===== config.mk =====
export PLATFORM = sky130hd
export DESIGN_NAME = pipe_addsub
export DESIGN_NICKNAME = d
export VERILOG_FILES = /design/src/rtl/pipe_addsub.sv
export SDC_FILE = /design/constraint.sdc
export NUM_CORES = 1
export LEC_CHECK = 0
export ABC_AREA = 0
export CAP_MARGIN = 20
export CORE_MARGIN = 5
export CORE_UTILIZATION = 49
export CTS_CLUSTER_DIAMETER = 40
export DETAILED_ROUTE_END_ITERATION = 6
export HOLD_SLACK_MARGIN = 0.03
export PLACE_DENSITY = 0.75
export RECOVER_POWER = 25
export REMOVE_ABC_BUFFERS = 1
export SETUP_SLACK_MARGIN = 0.1
export SYNTH_ARGS = -nofsm -noshare
export SYNTH_HDL_FRONTEND = slang
export SYNTH_SLANG_ARGS = --single-unit

===== constraint.sdc =====
create_clock -name clk -period 2.8 [get_ports clk]
set_input_delay 0.42 -clock clk [delete_from_list [all_inputs] [get_ports clk]]
set_output_delay 0.42 -clock clk [all_outputs]
set_load 0.01 [all_outputs]

===== src/rtl/pipe_addsub.sv =====
// pipe_addsub: pipelined add/subtract unit with valid/ready handshakes and a delivered-result counter
module pipe_addsub #(
  parameter int WIDTH   = 8,
  parameter int STAGES  = 2,
  parameter int COUNT_W = 16
) (
  input  logic               clk,
  input  logic               rst,
  input  logic               in_valid,
  output logic               in_ready,
  input  logic [WIDTH-1:0]   a,
  input  logic [WIDTH-1:0]   b,
  input  logic               sub,
  output logic               out_valid,
  input  logic               out_ready,
  output logic [WIDTH:0]     y,
  output logic [COUNT_W-1:0] txn_count
);
  logic [STAGES-1:0]          r_v;
  logic [STAGES-1:0][WIDTH:0] r_d;
  logic [COUNT_W-1:0]         r_cnt;
  logic [STAGES-1:0]          w_en;
  logic [STAGES-1:0]          w_src_v;
  logic [STAGES-1:0][WIDTH:0] w_src_d;
  logic [WIDTH:0]             w_res;
  logic                       w_run;
  assign w_res = sub ? {1'b0, a} - {1'b0, b} : {1'b0, a} + {1'b0, b};
  // A stage may load when it is empty or everything downstream of it can move.
  always_comb begin
    w_run   = out_ready;
    w_en    = '0;
    w_src_v = '0;
    w_src_d = '0;
    for (int k = STAGES - 1; k >= 0; k--) begin
      w_run   = !r_v[k] || w_run;
      w_en[k] = w_run;
    end
    w_src_v[0] = in_valid;
    w_src_d[0] = w_res;
    for (int k = 1; k < STAGES; k++) begin
      w_src_v[k] = r_v[k-1];
      w_src_d[k] = r_d[k-1];
    end
  end
  always_ff @(posedge clk) begin
    if (rst) begin
      r_v   <= '0;
      r_d   <= '0;
      r_cnt <= '0;
    end else begin
      for (int k = 0; k < STAGES; k++)
        if (w_en[k]) begin
          r_v[k] <= w_src_v[k];
          r_d[k] <= w_src_d[k];
        end
      if (r_v[STAGES-1] && out_ready) r_cnt <= r_cnt + COUNT_W'(1);
    end
  end
  assign in_ready  = w_en[0];
  assign out_valid = r_v[STAGES-1];
  assign y         = r_d[STAGES-1];
  assign txn_count = r_cnt;
endmodule


# After elaboration in Yosys (flattened, before gate mapping)
# Cells that the tools add are included.
dict set report word_totals {
  register_bits 36
  in_bits 21
  output_inout_bits 27
  word_cells 14
}
dict set report op_classes {
  n_addsub 3
  muxes 1
  reduce_logical 5
}
# operator count
set ops {}
lappend ops {{$add A16 B1 Y16 const B} 1}
lappend ops {{$add A8 B8 Y9} 1}
lappend ops {{$mux W9} 1}
lappend ops {{$sub A8 B8 Y9} 1}
lappend ops {{$logic_not A1 Y1} 2}
lappend ops {{$logic_or A1 B1 Y1} 2}
lappend ops {{$logic_and A1 B1 Y1} 1}

# Depth between registers and ports, before layout
dict set report logic_depth {
  word_depth 3
  mapped_depth 11
  mapped_depth_nobuf 11
}

# Least setup slack after synthesis
# OpenSTA, ideal clock, no wires.
dict set report synth_path {
  kind {in2reg}
  start {input port sub}
  end {register r_d[6] (netlist name)}
  setup_time_ns 0.062
  t_arrival_ns 2.318
  required_time_ns 2.738
  slack_ns 0.421
  stages 8
  path_buffers 1
  path_cell_list {clkbuf_1 -> mux2_2 -> fa_1 -> and2b_1 -> o31a_1 -> o21ai_0 -> or4_1 -> nand3_1}
}
dict set report synth_via {
  elab_chain_len 1
}
# item line_no
set synth_rtl {}
lappend synth_rtl {{start: declaration} 13} ;# input logic sub,
lappend synth_rtl {{$mux W9} 27} ;# assign w_res = sub ? {1'b0, a} - {1'b0, b} : {1'b0, a} + {1'b0, b};
lappend synth_rtl {{end signal: indexed assignment} 54} ;# r_d[k] <= w_src_d[k];
lappend synth_rtl {{end: declaration} 20} ;# logic [STAGES-1:0][WIDTH:0] r_d;
# No other way between the ends.
# A chain may end at the register's enable or synchronous reset.

# Worst setup path in the final report
# Same ends and word-level chain as after synthesis.

==> impl_metrics.env <==
export IMPL_routabilityCongestion=0.762
export IMPL_setup_tns_ns=0
export IMPL_start_kind="input port"
export IMPL_use_met2_pct=29.3
export IMPL_seqCellArea_um2=721
export IMPL_top_usage_layer="met2"
export IMPL_path_cells="clkdlybuf4s50_1 > mux2_4 > fa_2 > and2b_1 > o31a_1 > o21ai_2 > or4_1 > nand3_1"
export IMPL_yosysWarnings=0
export IMPL_grt_pass1_wl_um=7060
export IMPL_min_from="r_d[5]"
export IMPL_skew_ns=0.00877
export IMPL_grt_setup_unrepaired="true"
export IMPL_crit_path_top_delay_cell="or4_1"
export IMPL_detail_route_antenna_nets=0
export IMPL_reg2reg_depth=5
export IMPL_path_depth=8
export IMPL_synth_area_leaders="dfxtp_1 37%, nor2_1 6.5%, ha_1 6.4%"
export IMPL_multi_input_area_mm2=0.00113
export IMPL_grt_max_degree=21
export IMPL_nFillCells=329
export IMPL_die_w_um=73.3
export IMPL_synth_seq_area_share_pct=36.7
export IMPL_final_period_utilization_pct=90.9
export IMPL_end_kind="register"
export IMPL_coreArea_mm2=0.00394
export IMPL_whs_path_depth=2
export IMPL_initial_core_util_pct=49.9
export IMPL_finalSetupViolCount=0
export IMPL_synth_area_mm2=0.00197
export IMPL_pwr_share_clk_pct=34.4
export IMPL_p_int_w=0.000965
export IMPL_synth_most_common_cell="dfxtp_1"
export IMPL_grt_util_met1_pct=18.7
export IMPL_ys_top_cells_by_count="36 x dfxtp_1, 34 x nor2_1, 28 x nand2_1"
export IMPL_final_hold_viol_count=0
export IMPL_htree_levels=2
export IMPL_grt_use_met3_pct=5.06
export IMPL_seq_power_share_pct=43.5
export IMPL_power_w=0.00130
export IMPL_antenna_cells=0
export IMPL_switchingPower_w=0.000339
export IMPL_postSynthAreaPerCell_um2=8.09
export IMPL_worst_path_max_fanout=3
export IMPL_peakVddDrop_mv=0.274
export IMPL_status="completed"
export IMPL_cp_required_ns=3.03
export IMPL_vias=1779
export IMPL_dr_pass1_iters=4
export IMPL_finalNetCount=325
export IMPL_cap_viol_max_count=0
export IMPL_via_per_inst=5.17
export IMPL_grt_total_usage_pct=16.8
export IMPL_criticalPathCategory="in2reg"
export IMPL_hold_ws_ns=0.456
export IMPL_p_per_area_mw_per_mm2=493
export IMPL_rr_endpoint="txn_count[15]"
export IMPL_netlist_cell_type_count=42
export IMPL_ys_flop_type="dfxtp_1"
export IMPL_min_to="r_d[5]"
export IMPL_cts_tree="done"
export IMPL_syn_to_final_growth_pct=34.4
export IMPL_cts_sinks=36
export IMPL_worst_path_buf_inv=1
export IMPL_min_path_type="reg2reg"
export IMPL_cts_root_buf="clkbuf_8"
export IMPL_ys_ff_latch=36
export IMPL_yosysTopAreaCell="dfxtp_1"
export IMPL_cp_slowest_stage_delay_ns=0.51
export IMPL_gr_total_overflow=0
export IMPL_drive_above_1_share_pct=10.9
export IMPL_drtIter0Drc=92
export IMPL_drc_errors=0
export IMPL_crit_arrival_ns=2.77
export IMPL_maxSlewViolCount=0
export IMPL_min_period_ns=2.55
export IMPL_combPwrFrac_pct=22.1
export IMPL_post_route_util_pct=67.0
export IMPL_grt_pass1_vias=1689
export IMPL_wire_per_inst_um=12.1
export IMPL_clock_path_buffers=2
export IMPL_clk_pin_slew_ns=0.07
export IMPL_timing_rr_start="txn_count[3]"
export IMPL_relSlewSlack_pct=69.9
export IMPL_synthArstFlopShare_pct=0
export IMPL_total_leakage_power_nw=1.06
export IMPL_p_sw_share_pct=26.0
export IMPL_crit_family="simple AND/OR/NAND/NOR gates"
export IMPL_timing_fmax_ghz=0.393
export IMPL_portBuffers=47
export IMPL_dp_hpwl_um=3260
export IMPL_regToRegSetupSlack_ns=1.25
export IMPL_synth_edf_count=0
export IMPL_clk_latency_ns=0.29
export IMPL_antenna_found_initial=0
export IMPL_cts_setup_buffers=0
export IMPL_cts_made_buffers=5
export IMPL_wl_um=4160
export IMPL_synth_top_area_share_pct=36.7
export IMPL_num_rows=23
export IMPL_die_h_um=73.3
export IMPL_io_pins=48
export IMPL_syn_instance_count=243
export IMPL_tightest_slew_ns=0.452
export IMPL_die_area_mm2=0.00538
[how the worst max path moves through the flow]
stage / to / from
2_1_floorplan: r_d[6] / b[0]
3_3_place_gp: r_d[6] / b[0]
3_5_place_dp: r_d[6] / b[0]
4_1_cts: r_d[6] / b[0]
5_1_grt: r_d[8] / b[2]
6_report: r_d[6] / sub
[registers in the layout (all words and copies together) (netlist names)]
name	flops
r_d	9
r_v	2
txn_count	16
y	9
[metrics by stage]
step	instances	area (µm²)	setup slack, ns
floorplan	225	1860	0.454
global placement	336	2490	-0.105
detailed placement	336	2490	-0.135
CTS	344	2610	0.150
global route	344	2640	0.0865
finish	344	2640	0.254
[layer usage]
metal | up-vias | share of wire (%)
met5 | - | 0
met4 | 0 | 2.4
met3 | 9 | 7.1
li1 | 922 | -
met1 | 800 | 41
met2 | 48 | 50
[cell families after synthesis]
group           Yosys count  synth area share (%)
buf+inv                  28                  7.51
flops                    36                  36.7
xor+xnor                 20                  8.91
compound gates           37                  11.7
mux                       4                  2.10
fa+ha+maj                11                  7.38
simple gates            107                  25.7
[worst reg2reg max path, delay by kind of cell (launching register included)]
family,cells,cell delay (ns)
flops,1,0.43
simple gates,4,0.86
xor+xnor,1,0.16
[area by class of cell]
type | instances | share of cell area [%]
multi-input combinational | 179 | 42.9
timing repair buffer | 61 | 21.8
tap | 50 | 2.37
sequential | 36 | 27.3
clock buffer | 5 | 2.60
inverter | 10 | 1.42
clock inverter | 3 | 1.61
[power by group through the flow]
stage / clock (W) / combinational, W / sequential, W
after CTS: 0.000460 / 0.000279 / 0.000567
final: 0.000449 / 0.000288 / 0.000567
after global routing: 0.000477 / 0.000321 / 0.000572
after detailed placement: 0 / 0.000277 / 0.000579
after floorplan: 0 / 0.000147 / 0.000581
after global placement: 0 / 0.000271 / 0.000578
[cells in the final DEF (no fill, tap or decap), types with 3 or more instances in the layout]
| cell type | instances |
|---|---|
| a21oi_1 | 17 |
| mux2i_1 | 3 |
| buf_4 | 13 |
| nor3_1 | 8 |
| clkdlybuf4s50_1 | 44 |
| clkbuf_8 | 5 |
| dfxtp_1 | 36 |
| ha_1 | 9 |
| nor2b_1 | 3 |
| o21ai_0 | 4 |
| nand2_1 | 28 |
| xor2_1 | 8 |
| nand3_1 | 11 |
| xnor2_1 | 12 |
| nor2_1 | 33 |
| and3_1 | 6 |
| nand4_1 | 5 |
| a211oi_1 | 4 |
| inv_1 | 9 |
[timing repair]
action	in CTS	in global routing
endpoints found under the hold margin	0	0
hold buffers	0	0
gates resized for setup	0	11
setup endpoints to repair	0	3
No activity file was read; power rests on OpenSTA's default activity.
